===== src/rtl/uart_pkg.sv =====
`default_nettype none
// ============================================================================
//  Module      : uart_pkg
//  Description : Shared types and constants for the UART transmit path.
//  Revision    : 1.0 - initial release
// ============================================================================
package uart_pkg;

    localparam int         UART_DATA_BITS   = 8;
    localparam logic [3:0] RESP_TAG_DEFAULT = 4'hA;

    typedef enum logic [1:0] {
        RT_IDLE = 2'd0,
        RT_HDR  = 2'd1,
        RT_DATA = 2'd2
    } rt_state_t;

    typedef enum logic [1:0] {
        TX_IDLE  = 2'd0,
        TX_START = 2'd1,
        TX_BITS  = 2'd2,
        TX_STOP  = 2'd3
    } tx_state_t;

    function automatic logic [7:0] resp_header(input logic [3:0] tag, input logic [2:0] addr);
        return {tag, addr, 1'b0};
    endfunction

endpackage
`default_nettype wire


===== src/rtl/uart_tx_byte.sv =====
`default_nettype none
// ============================================================================
//  Module      : uart_tx_byte
//  Description : 8N1 serialiser, LSB first, registered line output.
//  Revision    : 1.0 - initial release
// ============================================================================
module uart_tx_byte
    import uart_pkg::*;
#(
    parameter int CLKS_PER_BIT = 868
) (
    input  logic       i_clk,
    input  logic       i_nrst,
    input  logic       i_valid,
    input  logic [7:0] i_byte,
    output logic       o_ready,
    output logic       o_done,
    output logic       o_tx
);

    localparam int            CW          = (CLKS_PER_BIT > 1) ? $clog2(CLKS_PER_BIT) : 1;
    localparam logic [CW-1:0] C_BAUD_LAST = CW'(CLKS_PER_BIT - 1);
    localparam logic [2:0]    C_BIT_LAST  = 3'(UART_DATA_BITS - 1);

    tx_state_t                   r_state;
    tx_state_t                   w_state_nxt;
    logic [CW-1:0]               r_baud;
    logic [2:0]                  r_bit;
    logic [UART_DATA_BITS-1:0]   r_shift;
    logic                        r_tx;
    logic                        r_done;
    logic                        w_baud_last;

    assign w_baud_last = (r_baud == C_BAUD_LAST);

    always_comb begin
        w_state_nxt = r_state;
        case (r_state)
            TX_IDLE:  if (i_valid)                              w_state_nxt = TX_START;
            TX_START: if (w_baud_last)                          w_state_nxt = TX_BITS;
            TX_BITS:  if (w_baud_last && r_bit == C_BIT_LAST)   w_state_nxt = TX_STOP;
            TX_STOP:  if (w_baud_last)                          w_state_nxt = TX_IDLE;
            default:                                            w_state_nxt = TX_IDLE;
        endcase
    end

    always_ff @(posedge i_clk or negedge i_nrst) begin
        if (!i_nrst) begin
            r_state <= TX_IDLE;
            r_baud  <= '0;
            r_bit   <= '0;
            r_shift <= '0;
            r_tx    <= 1'b1;
            r_done  <= 1'b0;
        end else begin
            r_state <= w_state_nxt;
            r_done  <= (r_state == TX_STOP) && w_baud_last;

            if ((w_state_nxt != r_state) || w_baud_last)
                r_baud <= '0;
            else if (r_state != TX_IDLE)
                r_baud <= r_baud + CW'(1);

            case (r_state)
                TX_IDLE: begin
                    if (i_valid) begin
                        r_shift <= i_byte;
                        r_bit   <= '0;
                        r_tx    <= 1'b0;
                    end
                end
                TX_START: begin
                    if (w_baud_last)
                        r_tx <= r_shift[0];
                end
                TX_BITS: begin
                    // Shift register keeps the next bit at [1]; the index only detects the last bit
                    if (w_baud_last) begin
                        r_shift <= r_shift >> 1;
                        r_bit   <= r_bit + 3'd1;
                        r_tx    <= (r_bit == C_BIT_LAST) ? 1'b1 : r_shift[1];
                    end
                end
                default: begin
                    r_tx <= 1'b1;
                end
            endcase
        end
    end

    assign o_ready = (r_state == TX_IDLE);
    assign o_done  = r_done;
    assign o_tx    = r_tx;

endmodule
`default_nettype wire


===== src/rtl/uart_resp_tx.sv =====
`default_nettype none
// ============================================================================
//  Module      : uart_resp_tx
//  Description : Builds a {header, data} read-response frame and sends it 8N1.
//  Revision    : 1.0 - initial release
// ============================================================================
module uart_resp_tx
    import uart_pkg::*;
#(
    parameter int         CLKS_PER_BIT = 868,
    parameter logic [3:0] RESP_TAG     = RESP_TAG_DEFAULT
) (
    input  logic       i_clk,
    input  logic       i_nrst,
    input  logic       i_req,
    input  logic [2:0] i_addr,
    input  logic [7:0] i_data,
    output logic       o_ready,
    output logic       o_busy,
    output logic       o_done,
    output logic       o_tx
);

    rt_state_t  r_state;
    rt_state_t  w_state_nxt;
    logic [2:0] r_addr;
    logic [7:0] r_data;
    logic       w_tx_valid;
    logic [7:0] w_tx_byte;
    logic       w_tx_ready;
    logic       w_tx_done;
    logic       w_frame_done;
    logic       w_accept;

    assign w_accept = i_req && o_ready;

    // In HDR the sender is idle twice: first cycle (load header) and its done cycle (load data)
    always_comb begin
        w_state_nxt  = r_state;
        w_tx_valid   = 1'b0;
        w_tx_byte    = resp_header(RESP_TAG, r_addr);
        w_frame_done = 1'b0;
        case (r_state)
            RT_IDLE: begin
                if (i_req) w_state_nxt = RT_HDR;
            end
            RT_HDR: begin
                w_tx_valid = w_tx_ready;
                if (w_tx_done) begin
                    w_tx_byte   = r_data;
                    w_state_nxt = RT_DATA;
                end
            end
            RT_DATA: begin
                if (w_tx_done) begin
                    w_frame_done = 1'b1;
                    w_state_nxt  = i_req ? RT_HDR : RT_IDLE;
                end
            end
            default: w_state_nxt = RT_IDLE;
        endcase
    end

    always_ff @(posedge i_clk or negedge i_nrst) begin
        if (!i_nrst) begin
            r_state <= RT_IDLE;
            r_addr  <= '0;
            r_data  <= '0;
        end else begin
            r_state <= w_state_nxt;
            if (w_accept) begin
                r_addr <= i_addr;
                r_data <= i_data;
            end
        end
    end

    uart_tx_byte #(
        .CLKS_PER_BIT (CLKS_PER_BIT)
    ) u_tx_byte (
        .i_clk   (i_clk),
        .i_nrst  (i_nrst),
        .i_valid (w_tx_valid),
        .i_byte  (w_tx_byte),
        .o_ready (w_tx_ready),
        .o_done  (w_tx_done),
        .o_tx    (o_tx)
    );

    assign o_ready = (r_state == RT_IDLE) || w_frame_done;
    assign o_busy  = ~o_ready;
    assign o_done  = w_frame_done;

endmodule
`default_nettype wire


===== config.mk =====
export PLATFORM = sky130hd
export DESIGN_NAME = uart_resp_tx
export DESIGN_NICKNAME = d
export VERILOG_FILES = /design/src/rtl/uart_pkg.sv /design/src/rtl/uart_tx_byte.sv /design/src/rtl/uart_resp_tx.sv
export SDC_FILE = /design/constraint.sdc
export NUM_CORES = 1
export LEC_CHECK = 0
export BUFFER_PORTS_ARGS = -buffer_cell sky130_fd_sc_hd__buf_4
export CAP_MARGIN = 5
export CORE_MARGIN = 3
export CORE_UTILIZATION = 52
export CTS_CLUSTER_SIZE = 16
export DETAILED_ROUTE_END_ITERATION = 10
export PLACE_DENSITY = 0.74
export SYNTH_ARGS = -nofsm -noshare
export SYNTH_HDL_FRONTEND = slang
export SYNTH_SLANG_ARGS = --single-unit
export TNS_END_PERCENT = 1

===== constraint.sdc =====
create_clock -name i_clk -period 2.13 [get_ports i_clk]
set_clock_uncertainty 0.15 [all_clocks]
set_input_delay 0.213 -clock i_clk [delete_from_list [all_inputs] [get_ports i_clk]]
set_output_delay 0.213 -clock i_clk [all_outputs]
set_load 0.05 [all_outputs]

[Word level (Yosys, flattened, before mapping)]
Cells that the tools add are included.
Storage, ports and cells
  bits in registers: 38
  input bits: 14
  output and inout bits: 4
  logic and storage cells: 67
Operators by class
  add/sub/neg operators: 2
  eq/ne operators: 14
  multiplexer cells: 28
  bitwise gates (word level): 1
  reduce and logical (&&, ||, !) cells: 13
Operators with widths (count)
  $mux W8: 4
  $mux W10: 2
  $pmux W8 S2: 1
  $mux W2: 7
  $add A10 B1 Y10 const B: 1
  $eq A10 B10 Y1 const B: 1
  $ne A2 B1 Y1 const B: 5
  $reduce_and A3 Y1: 3
  $mux W1: 8
  $pmux W2 S4: 1
  $eq A2 B2 Y1 const B: 3
  $mux W3: 2
  $pmux W2 S3: 1
  $pmux W3 S2: 1
  $reduce_bool A2 Y1: 3
  $eq A2 B1 Y1 const B: 2
  $logic_not A2 Y1: 2
  $add A3 B1 Y3 const B: 1
  $eq A3 B3 Y1 const B: 1
  $logic_and A1 B1 Y1: 3
  $pmux W1 S3: 1
  $logic_or A1 B1 Y1: 2
  $ne A2 B2 Y1: 1
  $ne A2 B2 Y1 const B: 1
  $not A1 Y1: 1

[Logic depth before layout (Yosys ltp)]
  depth after elaboration: 7
  mapped depth: 6
  mapped depth without buffers: 6

[By module]
Synthesis repeated with hierarchy kept, for this count alone.
Second synthesis, totals
  cells, all modules: 169
  area, all modules: 1945.6 µm²
By module, submodules not included
  uart_tx_byte: instances 1, cells an instance 120, area each 1325.0 µm², sequential area each 626.9 µm²
  uart_resp_tx: instances 1, cells an instance 49, area each 620.6 µm², sequential area each 325.3 µm²

[Worst setup path after synthesis]
OpenSTA, ideal clock, no wires.
  path kind: register -> register
  start point: register r_state[1]
  end point: register r_addr[0]
  library setup time: 125 ps
  arrival time: 2030 ps
  required time: 1855 ps
  slack: -174 ps
  cell stages (with the launch flop): 6
  buffers on the path: 1
  period minus slack after synthesis: 2304 ps
  path through: dfrtp_1 -> nor2b_1 -> nor2_1 -> and2_1 -> buf_2 -> mux2_2
Between the ends
  cells in the longest elaborated chain, start to end: 4
  elaborated cells on any way between the ends: 5
  those cells by class: eq/ne (1); mux (1); reduce/logical (3)
RTL lines
  from (decl): RTL line uart_resp_tx.sv:24  | rt_state_t r_state;
  from (signal assigned): RTL line uart_resp_tx.sv:70  | r_state <= w_state_nxt;
  $eq A2 B2 Y1: RTL line uart_resp_tx.sv:43  | case (r_state)
  $mux W1: RTL line uart_resp_tx.sv:43
  $logic_or A1 B1 Y1 (*): RTL line uart_resp_tx.sv:90  | assign o_ready = (r_state == RT_IDLE) || w_frame_done;
  via o_ready: RTL line uart_resp_tx.sv:18  | output logic o_ready,
  $logic_and A1 B1 Y1 (*): RTL line uart_resp_tx.sv:35  | assign w_accept = i_req && o_ready;
  to (signal assigned): RTL line uart_resp_tx.sv:72  | r_addr <= i_addr;
  to (decl): RTL line uart_resp_tx.sv:26  | logic [2:0] r_addr;
Mark *: on every way through the listed nets, which the timed path passes. The rest lies on a longest branch.
A chain may end at the register's enable or synchronous reset.

[Final worst setup path]
  start point: register u_tx_byte.r_baud[1]
  end point: register u_tx_byte.r_state[0]
Between the ends
  cells in the longest elaborated chain, start to end: 4
  elaborated cells on any way between the ends: 6
  those cells by class: eq/ne (1); mux (4); reduce/logical (1)
RTL lines
  from (decl): RTL line uart_tx_byte.sv:27  | logic [CW-1:0] r_baud;
  from (signal assigned): RTL line uart_tx_byte.sv:62  | r_baud <= r_baud + CW'(1);
  $eq A10 B10 Y1 (*): RTL line uart_tx_byte.sv:34  | assign w_baud_last = (r_baud == C_BAUD_LAST);
  $logic_and A1 B1 Y1: RTL line uart_tx_byte.sv:41  | TX_BITS: if (w_baud_last && r_bit == C_BIT_LAST) w_state_nxt = TX_STOP;
  $mux W2: RTL line uart_tx_byte.sv:41
  $pmux W2 S4 (*): RTL line uart_tx_byte.sv:38  | case (r_state)
  via u_tx_byte.w_state_nxt[0]: RTL line uart_tx_byte.sv:26  | tx_state_t w_state_nxt;
  to (signal assigned): RTL line uart_tx_byte.sv:56  | r_state <= w_state_nxt;
  to (decl): RTL line uart_tx_byte.sv:25  | tx_state_t r_state;
Marked as above.

==> results.rst <==
.. list-table::
   :header-rows: 1

   * - Metric
     - Value
   * - WP data required
     - 2230 ps
   * - Share of the clock period used by the worst path after layout
     - between 90 and 100%
   * - Summed area of non-filler cells in the final layout
     - 2220 µm²
   * - Pin count of the biggest net entering global routing
     - 39
   * - Sequential share of power
     - 55.3%
   * - YS warnings
     - 0
   * - Overall Global Routing Usage
     - between 20 and 25%
   * - Die outline width
     - about 66 µm
   * - Total via count in the routed design
     - 1370
   * - Post-synthesis average cell area
     - 11.3 µm²
   * - Switching fraction of total power
     - 29.3%
   * - Fraction of the yosys area taken by sequential cells
     - between 50% and 60%
   * - Wirelength per Cell
     - 15.2 µm
   * - Actual transition at the worst max-transition pin
     - 636 ps
   * - Number of enable-type register cells in the synthesized netlist
     - 0
   * - Synthesized net count
     - 180
   * - Root buf cell
     - clkbuf_4
   * - Detailed-router iteration count before antenna repair
     - 4
   * - Internal Pwr Total
     - approximately 1.1 mW
   * - Setup repair after global routing missed its margin
     - yes
   * - Share of Yosys cell area claimed by the top area cell type
     - 50.1%
   * - Number of antenna violations at the first check in global routing
     - 0
   * - Ports
     - 18
   * - Max-capacitance violation count
     - 0
   * - Diodes inserted
     - 0
   * - Area growth syn-to-layout
     - 20.2%
   * - Clk sink count
     - 38
   * - Final Instance Count excl. Fillers
     - 247
   * - Worst IR Drop VDD
     - 512 µV
   * - Number of I/O port buffers
     - 17
   * - Number of standard cells after synthesis
     - 163
   * - Layout cell share with drive strength beyond 1
     - 29.4%
   * - Final total power
     - 1.62 mW
   * - Power Dens Cells
     - 728 nW/µm²
   * - Final-layout setup total negative slack
     - 0 ps
   * - Area of the die
     - 4310 µm²
   * - Estimated wirelength of the detail-placed design
     - 2.58 mm
   * - Clock group share of total power
     - 24.8%
   * - Initial Util
     - 54.6%
   * - Placer congestion estimate
     - 0.787
   * - Cell area after placement
     - 2030 µm²
   * - Endpoint kind of the worst setup timing path
     - flop
   * - Count of final setup violators
     - 0
   * - Die height
     - about 66 µm
   * - Flip-flop cell with the highest count after synthesis
     - dfrtp_1
   * - Cell taking the most area after synthesis
     - dfrtp_1
   * - Proportion of power drawn by combinational gates
     - 19.8%
   * - Number of DRC markers in iteration 0
     - 43
   * - Number of nets in the layout
     - 217
   * - Number of global-route vias before repair
     - 1409
   * - Fraction of synthesis flops using an asynchronous set or reset pin
     - 100%
   * - Pre-CTS WS
     - roughly 64 ps
   * - Post-CTS setup repair buffer count
     - 0
   * - #FFs+latches synth
     - 38
   * - Number of design rule violations left after detail routing
     - 0
   * - Ranking of synthesized cells by area
     - dfrtp_1 50%, mux2_2 7.9%, nor2_1 3.9%
   * - TritonCTS clock tree
     - built
   * - Area of the multi-input gates
     - 838 µm²
   * - Clock Latency Late Sink
     - 350 ps
   * - Final Util
     - 65.6%
   * - Post-Route WL
     - roughly 3.7 mm
   * - Register clock-pin slew on the reported worst setup and hold paths
     - 110 ps
   * - Fin. max-slew vios
     - 0
   * - Synth Cell Area
     - 1850 µm²
   * - Number of placed instances with taps included
     - 226
   * - Final count of hold timing violations
     - 0
   * - H-tree depth
     - 2
   * - Highest achievable clock rate
     - 483 MHz
   * - Area taken by flip-flops and latches
     - 952 µm²
   * - Number of placement rows
     - 21
   * - Core Footprint
     - 3390 µm²
   * - Class of the most critical setup path
     - reg2reg
   * - Filler instances
     - around 260
   * - Highest net fanout along the worst path
     - 5
   * - Cell variety after synth
     - 47
   * - Slew HR
     - 57.1%
   * - Remaining Overflow, GRT
     - 0
   * - Most used standard cell by instance count after synthesis
     - dfrtp_1
   * - Leakage power
     - 1.03 nW
   * - DRT antenna net count
     - 0
   * - Kind of start point of the critical path
     - flop
   * - Arrival time of data at the critical path endpoint
     - about 2200 ps
   * - First-pass GRT wire length
     - 6.53 mm
   * - Worst hold margin
     - 193 ps
   * - Final worst slack
     - 58.0 ps
   * - Synth top cells by count
     - 37 x dfrtp_1, 19 x nor2_1, 14 x nand2_1
   * - Longest Clk Path Bufs
     - 2
   * - Hold Crit Class
     - in2async
   * - Avg Vias per Cell
     - about 5.5
   * - Clock buffer count from CTS
     - 5
   * - Min cycle time layout
     - 2070 ps
   * - Reported net switching power
     - 0.474 mW
   * - Result of the run
     - finished clean
-- area by class of cell --
class / count / area share [%]
clock inverters: 1 / 0.225
well taps: 46 / 2.59
inverters: 5 / 0.845
repair buffers: 35 / 13.3
clock buffers: 7 / 2.48
flip-flops and latches: 38 / 42.8
multi-input cells: 115 / 37.7
-- power by group through the flow --
stage / registers [mW] / clock network (mW) / logic, mW
4_1_cts: 0.893 / 0.407 / 0.322
3_3_place_gp: 0.901 / 0 / 0.280
3_5_place_dp: 0.907 / 0 / 0.301
2_1_floorplan: 0.892 / 0 / 0.207
6_report: 0.896 / 0.402 / 0.321
5_1_grt: 0.910 / 0.439 / 0.360
-- cell usage in the layout, fill, tap and decap left out, drive strengths merged, types with 4 or more instances in the layout --
master / Yosys / routed
inv: 5 / 5
xnor2: 4 / 4
o21ai: 5 / 5
dlygate4sd3: 0 / 13
xor2: 4 / 4
nand2: 14 / 14
clkbuf: 3 / 7
nor2: 20 / 20
dfrtp: 37 / 37
mux2: 16 / 16
buf: 2 / 22
nor3: 4 / 4
-- worst paths after layout --
check | cells after the start | to | start | slack (ps)
setup / recovery | 4 | u_tx_byte.r_state[0] | u_tx_byte.r_baud[1] | 60
hold / removal | 2 | u_tx_byte.r_bit[0] | i_nrst | 190
setup reg to reg | 4 | u_tx_byte.r_state[0] | u_tx_byte.r_baud[1] | 60
hold reg to reg | 2 | u_tx_byte.o_tx | u_tx_byte.o_tx | 340
max in group asynchronous | 2 | u_tx_byte.o_tx | i_nrst | 1290
min in group i_clk | 2 | u_tx_byte.o_tx | u_tx_byte.o_tx | 340
-- sequential cells by signal, indices dropped and copies added (netlist names) --
register	cells
u_tx_byte.r_shift	8
u_tx_byte.r_baud	10
u_tx_byte.r_state	2
r_state	2
u_tx_byte.o_done	1
r_data	8
u_tx_byte.o_tx	1
r_addr	3
u_tx_byte.r_bit	3
-- worst max-delay path, cell delays in order (launching register included) --
cell	delay, ps
dfrtp_1	410
ha_1	180
or3b_4	420
or3_2	430
a221o_2	390
-- routing by layer --
| layer | global-route usage, % | share of wire (%) | vias to the layer above |
|---|---|---|---|
| met2 | 30.8 | 48 | 29 |
| met5 | 0 | 0 | - |
| met3 | 6.67 | 4.1 | 9 |
| li1 | - | - | 658 |
| met1 | 26.4 | 47 | 674 |
| met4 | 8.81 | 1.5 | 0 |
-- repair_timing --
item	in CTS	in global routing
hold buffers	13	0
gates resized for setup	0	1
endpoints found under the setup margin	0	10
hold endpoints to repair	49	0
-- cell families after synthesis --
logic type      after synthesis  synth area share, %
compound gates               27                 10.8
xor+xnor                      8                 3.79
fa+ha+maj                     3                 2.03
buf+inv                      10                 3.59
flops                        38                 51.5
mux                          16                 10.4
simple gates                 61                 18.0
Power figures use the tool's default switching activity.
